[src/rtl/io_map_pkg.sv]
// Shared definitions for the CPU I/O window responder: register offsets,
// the button debounce state encoding and the address decode helper.
package io_map_pkg;

    localparam logic [9:0] LED_OFF       = 10'h000;
    localparam logic [9:0] SW_OFF        = 10'h010;
    localparam logic [9:0] BTN_LVL_OFF   = 10'h020;
    localparam logic [9:0] BTN_PRESS_OFF = 10'h024;
    localparam logic [9:0] SEG_OFF       = 10'h030;
    localparam logic [9:0] CYC_OFF       = 10'h040;

    typedef enum logic [1:0] {
        DB_RELEASED      = 2'd0,
        DB_CHECK_PRESS   = 2'd1,
        DB_PRESSED       = 2'd2,
        DB_CHECK_RELEASE = 2'd3
    } db_state_e;

    // Word-granular match; the byte offset bits are ignored.
    function automatic logic addr_hit(input logic [9:0] a, input logic [9:0] off);
        return (a[9:2] == off[9:2]);
    endfunction

endpackage

[src/rtl/button_debouncer.sv]
// One button: two-flop synchroniser followed by a debounce FSM. level is
// high while the button counts as held; press_pulse marks an accepted press.
module button_debouncer
    import io_map_pkg::*;
#(
    parameter int DEBOUNCE_CYCLES = 20000
) (
    input  logic clk,
    input  logic rst_n,
    input  logic raw,
    output logic level,
    output logic press_pulse
);

    localparam int CW = (DEBOUNCE_CYCLES > 2) ? $clog2(DEBOUNCE_CYCLES) : 1;
    localparam logic [CW-1:0] CNT_LAST = CW'(DEBOUNCE_CYCLES - 1);

    logic          r_meta;
    logic          r_sync;
    db_state_e     r_state;
    db_state_e     w_state_nxt;
    logic [CW-1:0] r_cnt;
    logic [CW-1:0] w_cnt_nxt;
    logic          r_level;
    logic          w_level_nxt;
    logic          r_pulse;
    logic          w_pulse_nxt;

    // Two-flop synchroniser for the asynchronous button input
    always_ff @(posedge clk or negedge rst_n) begin
        if (!rst_n) begin
            r_meta <= 1'b0;
            r_sync <= 1'b0;
        end else begin
            r_meta <= raw;
            r_sync <= r_meta;
        end
    end

    // Debounce state, stability counter and registered outputs
    always_ff @(posedge clk or negedge rst_n) begin
        if (!rst_n) begin
            r_state <= DB_RELEASED;
            r_cnt   <= '0;
            r_level <= 1'b0;
            r_pulse <= 1'b0;
        end else begin
            r_state <= w_state_nxt;
            r_cnt   <= w_cnt_nxt;
            r_level <= w_level_nxt;
            r_pulse <= w_pulse_nxt;
        end
    end

    // Next state: a change is accepted only after it has stayed stable
    always_comb begin
        w_state_nxt = r_state;
        w_cnt_nxt   = r_cnt;
        w_pulse_nxt = 1'b0;
        case (r_state)
            DB_RELEASED: begin
                if (r_sync) begin
                    w_state_nxt = DB_CHECK_PRESS;
                    w_cnt_nxt   = '0;
                end else begin
                    w_state_nxt = DB_RELEASED;
                end
            end
            DB_CHECK_PRESS: begin
                if (!r_sync) begin
                    w_state_nxt = DB_RELEASED;
                end else if (r_cnt == CNT_LAST) begin
                    w_state_nxt = DB_PRESSED;
                    w_pulse_nxt = 1'b1;
                end else begin
                    w_cnt_nxt = r_cnt + CW'(1);
                end
            end
            DB_PRESSED: begin
                if (!r_sync) begin
                    w_state_nxt = DB_CHECK_RELEASE;
                    w_cnt_nxt   = '0;
                end else begin
                    w_state_nxt = DB_PRESSED;
                end
            end
            DB_CHECK_RELEASE: begin
                if (r_sync) begin
                    w_state_nxt = DB_PRESSED;
                end else if (r_cnt == CNT_LAST) begin
                    w_state_nxt = DB_RELEASED;
                end else begin
                    w_cnt_nxt = r_cnt + CW'(1);
                end
            end
            default: begin
                w_state_nxt = DB_RELEASED;
                w_cnt_nxt   = '0;
            end
        endcase
        w_level_nxt = (w_state_nxt == DB_PRESSED) || (w_state_nxt == DB_CHECK_RELEASE);
    end

    assign level       = r_level;
    assign press_pulse = r_pulse;

endmodule

[src/rtl/io_bus_responder.sv]
// Peripheral responder for the core's 0xFFFFFCxx I/O window: LED and
// seven-segment registers, synchronised switches, debounced buttons, cycle counter.
module io_bus_responder
    import io_map_pkg::*;
#(
    parameter int SW_W            = 16,
    parameter int BTN_W           = 5,
    parameter int DEBOUNCE_CYCLES = 20000
) (
    input  logic             clk,
    input  logic             rst_n,
    input  logic             io_read,
    input  logic             io_write,
    input  logic [9:0]       addr,
    input  logic [31:0]      wdata,
    output logic [31:0]      rdata,
    input  logic [SW_W-1:0]  switch_in,
    input  logic [BTN_W-1:0] button_in,
    output logic [15:0]      led_out,
    output logic [31:0]      seg_value
);

    logic [15:0]      r_led;
    logic [31:0]      r_seg;
    logic [31:0]      r_cycles;
    logic [SW_W-1:0]  r_sw_meta;
    logic [SW_W-1:0]  r_sw_sync;
    logic [BTN_W-1:0] r_press;
    logic [BTN_W-1:0] w_btn_level;
    logic [BTN_W-1:0] w_btn_pulse;
    logic             w_press_clr;
    logic [31:0]      w_rdata;

    for (genvar g = 0; g < BTN_W; g++) begin : g_btn
        button_debouncer #(
            .DEBOUNCE_CYCLES(DEBOUNCE_CYCLES)
        ) u_db (
            .clk        (clk),
            .rst_n      (rst_n),
            .raw        (button_in[g]),
            .level      (w_btn_level[g]),
            .press_pulse(w_btn_pulse[g])
        );
    end

    // Switch synchroniser
    always_ff @(posedge clk or negedge rst_n) begin
        if (!rst_n) begin
            r_sw_meta <= '0;
            r_sw_sync <= '0;
        end else begin
            r_sw_meta <= switch_in;
            r_sw_sync <= r_sw_meta;
        end
    end

    // CPU-writable registers
    always_ff @(posedge clk or negedge rst_n) begin
        if (!rst_n) begin
            r_led <= 16'h0000;
            r_seg <= 32'h0000_0000;
        end else if (io_write) begin
            if (addr_hit(addr, LED_OFF)) begin
                r_led <= wdata[15:0];
            end
            if (addr_hit(addr, SEG_OFF)) begin
                r_seg <= wdata;
            end
        end
    end

    // A press pulse in the same cycle as a clearing read still sets its flag
    assign w_press_clr = io_read && addr_hit(addr, BTN_PRESS_OFF);

    // Sticky press flags and free-running cycle counter
    always_ff @(posedge clk or negedge rst_n) begin
        if (!rst_n) begin
            r_press  <= '0;
            r_cycles <= 32'h0000_0000;
        end else begin
            r_press  <= (w_press_clr ? '0 : r_press) | w_btn_pulse;
            r_cycles <= r_cycles + 32'd1;
        end
    end

    // Zero-latency read mux; pre-edge state is returned even during a write
    always_comb begin
        w_rdata = 32'h0000_0000;
        if (io_read) begin
            case (addr[9:2])
                LED_OFF[9:2]:       w_rdata = 32'(r_led);
                SW_OFF[9:2]:        w_rdata = 32'(r_sw_sync);
                BTN_LVL_OFF[9:2]:   w_rdata = 32'(w_btn_level);
                BTN_PRESS_OFF[9:2]: w_rdata = 32'(r_press);
                SEG_OFF[9:2]:       w_rdata = r_seg;
                CYC_OFF[9:2]:       w_rdata = r_cycles;
                default:            w_rdata = 32'h0000_0000;
            endcase
        end else begin
            w_rdata = 32'h0000_0000;
        end
    end

    assign rdata     = w_rdata;
    assign led_out   = r_led;
    assign seg_value = r_seg;

endmodule

[config.mk]
export PLATFORM = sky130hd
export DESIGN_NAME = io_bus_responder
export DESIGN_NICKNAME = d
export VERILOG_FILES = /design/src/rtl/io_map_pkg.sv /design/src/rtl/button_debouncer.sv /design/src/rtl/io_bus_responder.sv
export SDC_FILE = /design/constraint.sdc
export NUM_CORES = 1
export LEC_CHECK = 0
export CAP_MARGIN = 20
export CORE_AREA = 8 8 142 144
export CTS_BUF_LIST = sky130_fd_sc_hd__clkbuf_16
export DETAILED_ROUTE_END_ITERATION = 12
export DIE_AREA = 0 0 150 152
export GPL_ROUTABILITY_DRIVEN = 0
export PLACE_DENSITY = 0.83
export SLEW_MARGIN = 30
export SYNTH_ARGS = -nofsm -noshare
export SYNTH_HDL_FRONTEND = slang
export SYNTH_SLANG_ARGS = --single-unit
[constraint.sdc]
create_clock -name clk -period 4.3 [get_ports clk]
set_input_delay 0.645 -clock clk [delete_from_list [all_inputs] [get_ports clk]]
set_output_delay 0.645 -clock clk [all_outputs]
set_load 0.03 [all_outputs]
Word-level counts from Yosys, hierarchy flattened. Index checks and enable logic that the tools add are counted.

Multiplexer cells: 83. Reductions and logical operators: 19. Equality and inequality tests: 55. Bitwise logic cells: 1. $add $sub $neg: 6.

Operator list (count): 2-to-1 mux 15 bit (25); one-hot mux 15 bit (4 select lines) (5); one-hot mux 32 bit (6 select lines) (1); adder 15 x 1 -> 15 bit (second input constant) (5); equality test 15 bit (second input constant) (5); equality test 2 bit (second input constant) (20); 2-to-1 mux 2 bit (20); one-hot mux 2 bit (4 select lines) (5); adder 32 x 1 -> 32 bit (second input constant) (1); 2-to-1 mux 32 bit (1); 2-to-1 mux 1 bit (25); equality test 8 x 4 -> 1 bit (second input constant) (3); != test 2 x 1 -> 1 bit (second input constant) (10); != test 2 bit (second input constant) (10); AND reduction 4 bit (5); equality test 2 x 1 -> 1 bit (second input constant) (5); zero test 2 bit (5); equality test 8 x 3 -> 1 bit (second input constant) (1); equality test 8 x 5 -> 1 bit (second input constant) (1); zero test 8 bit (1); logical OR 1 bit (5); 2-to-1 mux 5 bit (1); OR 5 bit (1); AND reduction 2 bit (2); logical AND 1 bit (1).

Register bits after elaboration: 222. Logic and storage cells: 200.

Logic depth before layout (Yosys ltp).
Word-level depth: 6. Depth in mapped cells: 8. Depth with buffers taken out: 6.

Cells and area by module. From an unflattened synthesis, not the netlist that was laid out.

Cells, all modules: 959. Area total of the unflattened synthesis: 10485.1 um^2.

Modules (own cells, without submodules): io_bus_responder (instances 1, sequential area each 2927.8 um^2, area an instance 5267.6 um^2, cells an instance 419); button_debouncer (instances 5, sequential area each 500.5 um^2, area an instance 1043.5 um^2, cells an instance 108).

Worst setup path before layout. No wires, ideal clock.

Path type: input to output. From: input addr[7]. To: output rdata[2]. Stages on the path: 5. Required time: 3655 ps. Data arrival time: 2620 ps. Buffers on the path: 1. Setup slack: 1035 ps. Cells stage by stage: or4_4 > nor4_4 > clkbuf_1 > nand2_1 > a21boi_0.

Longest elaborated chain between the ends: 3.

Ends and longest elaborated chain: from (decl) (line io_bus_responder.sv:14) `input logic [9:0] addr,`; equality test 8 x 5 -> 1 bit (tied with other cells) (line io_bus_responder.sv:90) `case (addr[9:2])`; one-hot mux 32 bit (6 select lines) * (line io_bus_responder.sv:90); 2-to-1 mux 32 bit * (line io_bus_responder.sv:89) `if (io_read) begin`; to (decl) (line io_bus_responder.sv:16) `output logic [31:0] rdata,`.

Every way passes the cells marked *; elsewhere a longest branch is shown, timed or not.

Worst setup path in the final report.
From: input addr[6]. To: output rdata[0].

The elaborated chain is that of the path after synthesis.

==> results.cfg <==
[logic_synthesis]
syn_inst = 949
ys_seq_area_share_pct = 53.6
yosysTopAreaCell = dfrtp_1
netlist-cell-type-count = 61
ys_seq_elements = 222
synth_area_per_cell_sq_um = 10.9
synth.most_common_cell = dfrtp_1
ys_warn_count = 0
syn_area_sq_um = 10400
synthFlopType = dfrtp_1
synth_edf_count = 0
synthArstFlopShare_pct = 100
netlist_top_cells_area = dfrtp_1 54%, mux2_2 3.5%, mux2_1 3.3%
mappedNetlistNets = 1022
synth_top_area_share_pct = 53.6
ys_top_cells_by_count = 222 x dfrtp_1, 77 x nand2_1, 54 x o21ai_0, 50 x nand3_1

[sta]
fin_crit_ns = 3.94
rsz0062_at_grt = no
hold_viol_final = 0
slew_viol_final = 0
setup_viol = 0
holdWs_ns = 0.170
skew_ns = 0.0136
clock.fmax_ghz = 0.254
period_share_pct = 91.6
worst_pin_slew_ns = 0.979
timing.slew.headroom_pct = 34.6
setup_tns_ns = 0

[critical_path]
reg2reg_depth = 4
critPathLaunchType = input pin
critPathKind = input pin to output pin
critPathMaxFanout = 5
cp.required_ns = 3.65
cp-end-kind = output pin
arrival_ns = 3.29

[floorplan]
die_area_sq_um = 22800
core_sq_um = 17800
start_util_pct = 58.3
std_cell_rows = 49
boundaryPins = 147
die_h_um = 152
die_w_um = 150

[route]
wl_mm = 25.7
drc_errors = 0
dr.pass1.iters = 4
routed_via_density = 6.10
post_drt_wl_per_cell_um = 19.2
vias = 8154
drtIter0Drc = 446
ant_nets = 0

[cts]
cts_buffers = 22
post-cts-setup-buffers = 0
cts_resized = 0
cts_max_path_buffers = 3
clock_latency_ns = 0.51
clock-sinks = 222
htreeDepth = 1
ctsHoldBuffers = 0
cts-root-buf = clkbuf_16
path_clk_slew_ns = 0.06
tritoncts = built

[placed_design]
io_buffers = 144
dpl.hpwl_mm = 17.7
place_area_sq_um = 12100

[layout]
final_nets = 1166
insertedDiodeCount = 0
drive_above_1_share_pct = 12.1
fin_util_pct = 72.1
area_growth_pct = 23.6
fin_area_sq_um = 12800

[worst_hold_path]
hp-class = input pin to asynchronous set/reset pin

[global_routing]
grt-ovfl-total = 0
antenna_found_initial = 2
grt_pass1_wl_mm = 41.1
grt_max_degree = 105
grt_usage_pct = 21.9
first_global_vias = 7988

[run]
drv_cap = 0

[power_and_ir_drop]
leakagePower_nw = 5.53
power_density_nw_per_um2 = 352
combinationalPowerShare_pct = 7.7
p_seq_share_pct = 50.0
swShare_pct = 23.7
p_int_mw = 3.44
p_sw_mw = 1.07
irDropWorstVdd_mv = 0.440
clockPowerShare_pct = 42.3

[run_status]
status = completed
## per-layer routing
layer / track usage (%) / part of all wire (%)
met1: 28.8 / 42
met2: 36.1 / 48
met3: 4.60 / 8.2
met4: 6.00 / 2.0
met5: 0 / 0.11
## cell families (layout without fill, tap and decap cells)
kind of cell	after synthesis	after routing	share of synthesized area, %
multiplexers	73	73	7.79
AO/OA/AOI/OAI	200	200	12.7
buffers and inverters	57	215	2.21
XOR/XNOR	42	42	3.55
flip-flops	222	222	53.6
AND/OR/NAND/NOR	349	349	19.4
adder cells (fa/ha/maj)	6	6	0.724
## per-stage QoR
step           setup slack, ns  power, mW  std cells
3_3_place_gp             0.500       2.63       1297
5_1_grt                  0.284       4.68       1336
3_5_place_dp             0.421       2.64       1298
2_1_floorplan             1.03       2.44        949
4_1_cts                  0.383       4.55       1336
6_report                 0.362       4.51       1336
## power groups by stage
stage	Combinational, mW	Sequential, mW	Clock, mW
2_1_floorplan	0.137	2.30	0
3_3_place_gp	0.340	2.29	0
3_5_place_dp	0.350	2.29	0
4_1_cts	0.352	2.25	1.95
5_1_grt	0.383	2.27	2.03
6_report	0.348	2.25	1.91
## worst max-delay path, cell delays in order
cell             delay [ns]
clkdlybuf4s50_1        0.49
or4_4                  0.61
nor3_1                 0.44
a222oi_1               0.15
nor2b_1                0.24
clkdlybuf4s50_1        0.71
## state kept, by name, summed over array words and instances, names as in the netlist
name / flops
g_btn.u_db.level: 5
g_btn.u_db.r_sync: 5
r_cycles: 32
seg_value: 32
r_sw_meta: 16
led_out: 16
g_btn.u_db.r_meta: 5
r_press: 5
g_btn.u_db.r_state: 10
g_btn.u_db.r_cnt: 75
g_btn.u_db.press_pulse: 5
r_sw_sync: 16
## cell type report
cell class	count	area [sq um]
flip-flops and latches	222	5560
clock inverters	16	165
multi-input cells	670	4630
fillers	1234	4960
well taps	229	287
inverters	17	63.8
repair buffers	160	1570
clock buffers	22	551
## cells in the final DEF, fill, tap and decap left out, types with 10 or more instances in the layout
cell type,n
o31ai_1,10
dfrtp_1,222
nand4_1,25
a21oi_1,40
mux2i_1,11
nand4b_1,10
nor2_1,40
mux2_1,30
a22o_1,21
nand2b_1,13
clkbuf_16,22
or4_1,13
xnor2_1,33
and3_1,12
nand3_1,50
buf_4,40
and4_1,11
mux2_2,32
clkdlybuf4s50_1,112
inv_1,20
a22oi_1,31
nand2_1,77
nor3_1,18
o21ai_0,54
a21o_1,10
or3_1,17
## path summary, 6_finish.rpt
check	from	end	slack, ns
min in group clk	r_sw_meta[3]	r_sw_sync[3]	0.34
max in group asynchronous	rst_n	g_btn[0].u_db.r_cnt[2]	3.18
setup reg to reg	g_btn[0].u_db.r_cnt[7]	g_btn[0].u_db.r_cnt[3]	1.98
setup / recovery	addr[6]	rdata[0]	0.36
hold / removal	rst_n	seg_value[19]	0.17
hold reg to reg	r_sw_meta[3]	r_sw_sync[3]	0.34
No activity file was read; power rests on OpenSTA's default activity.
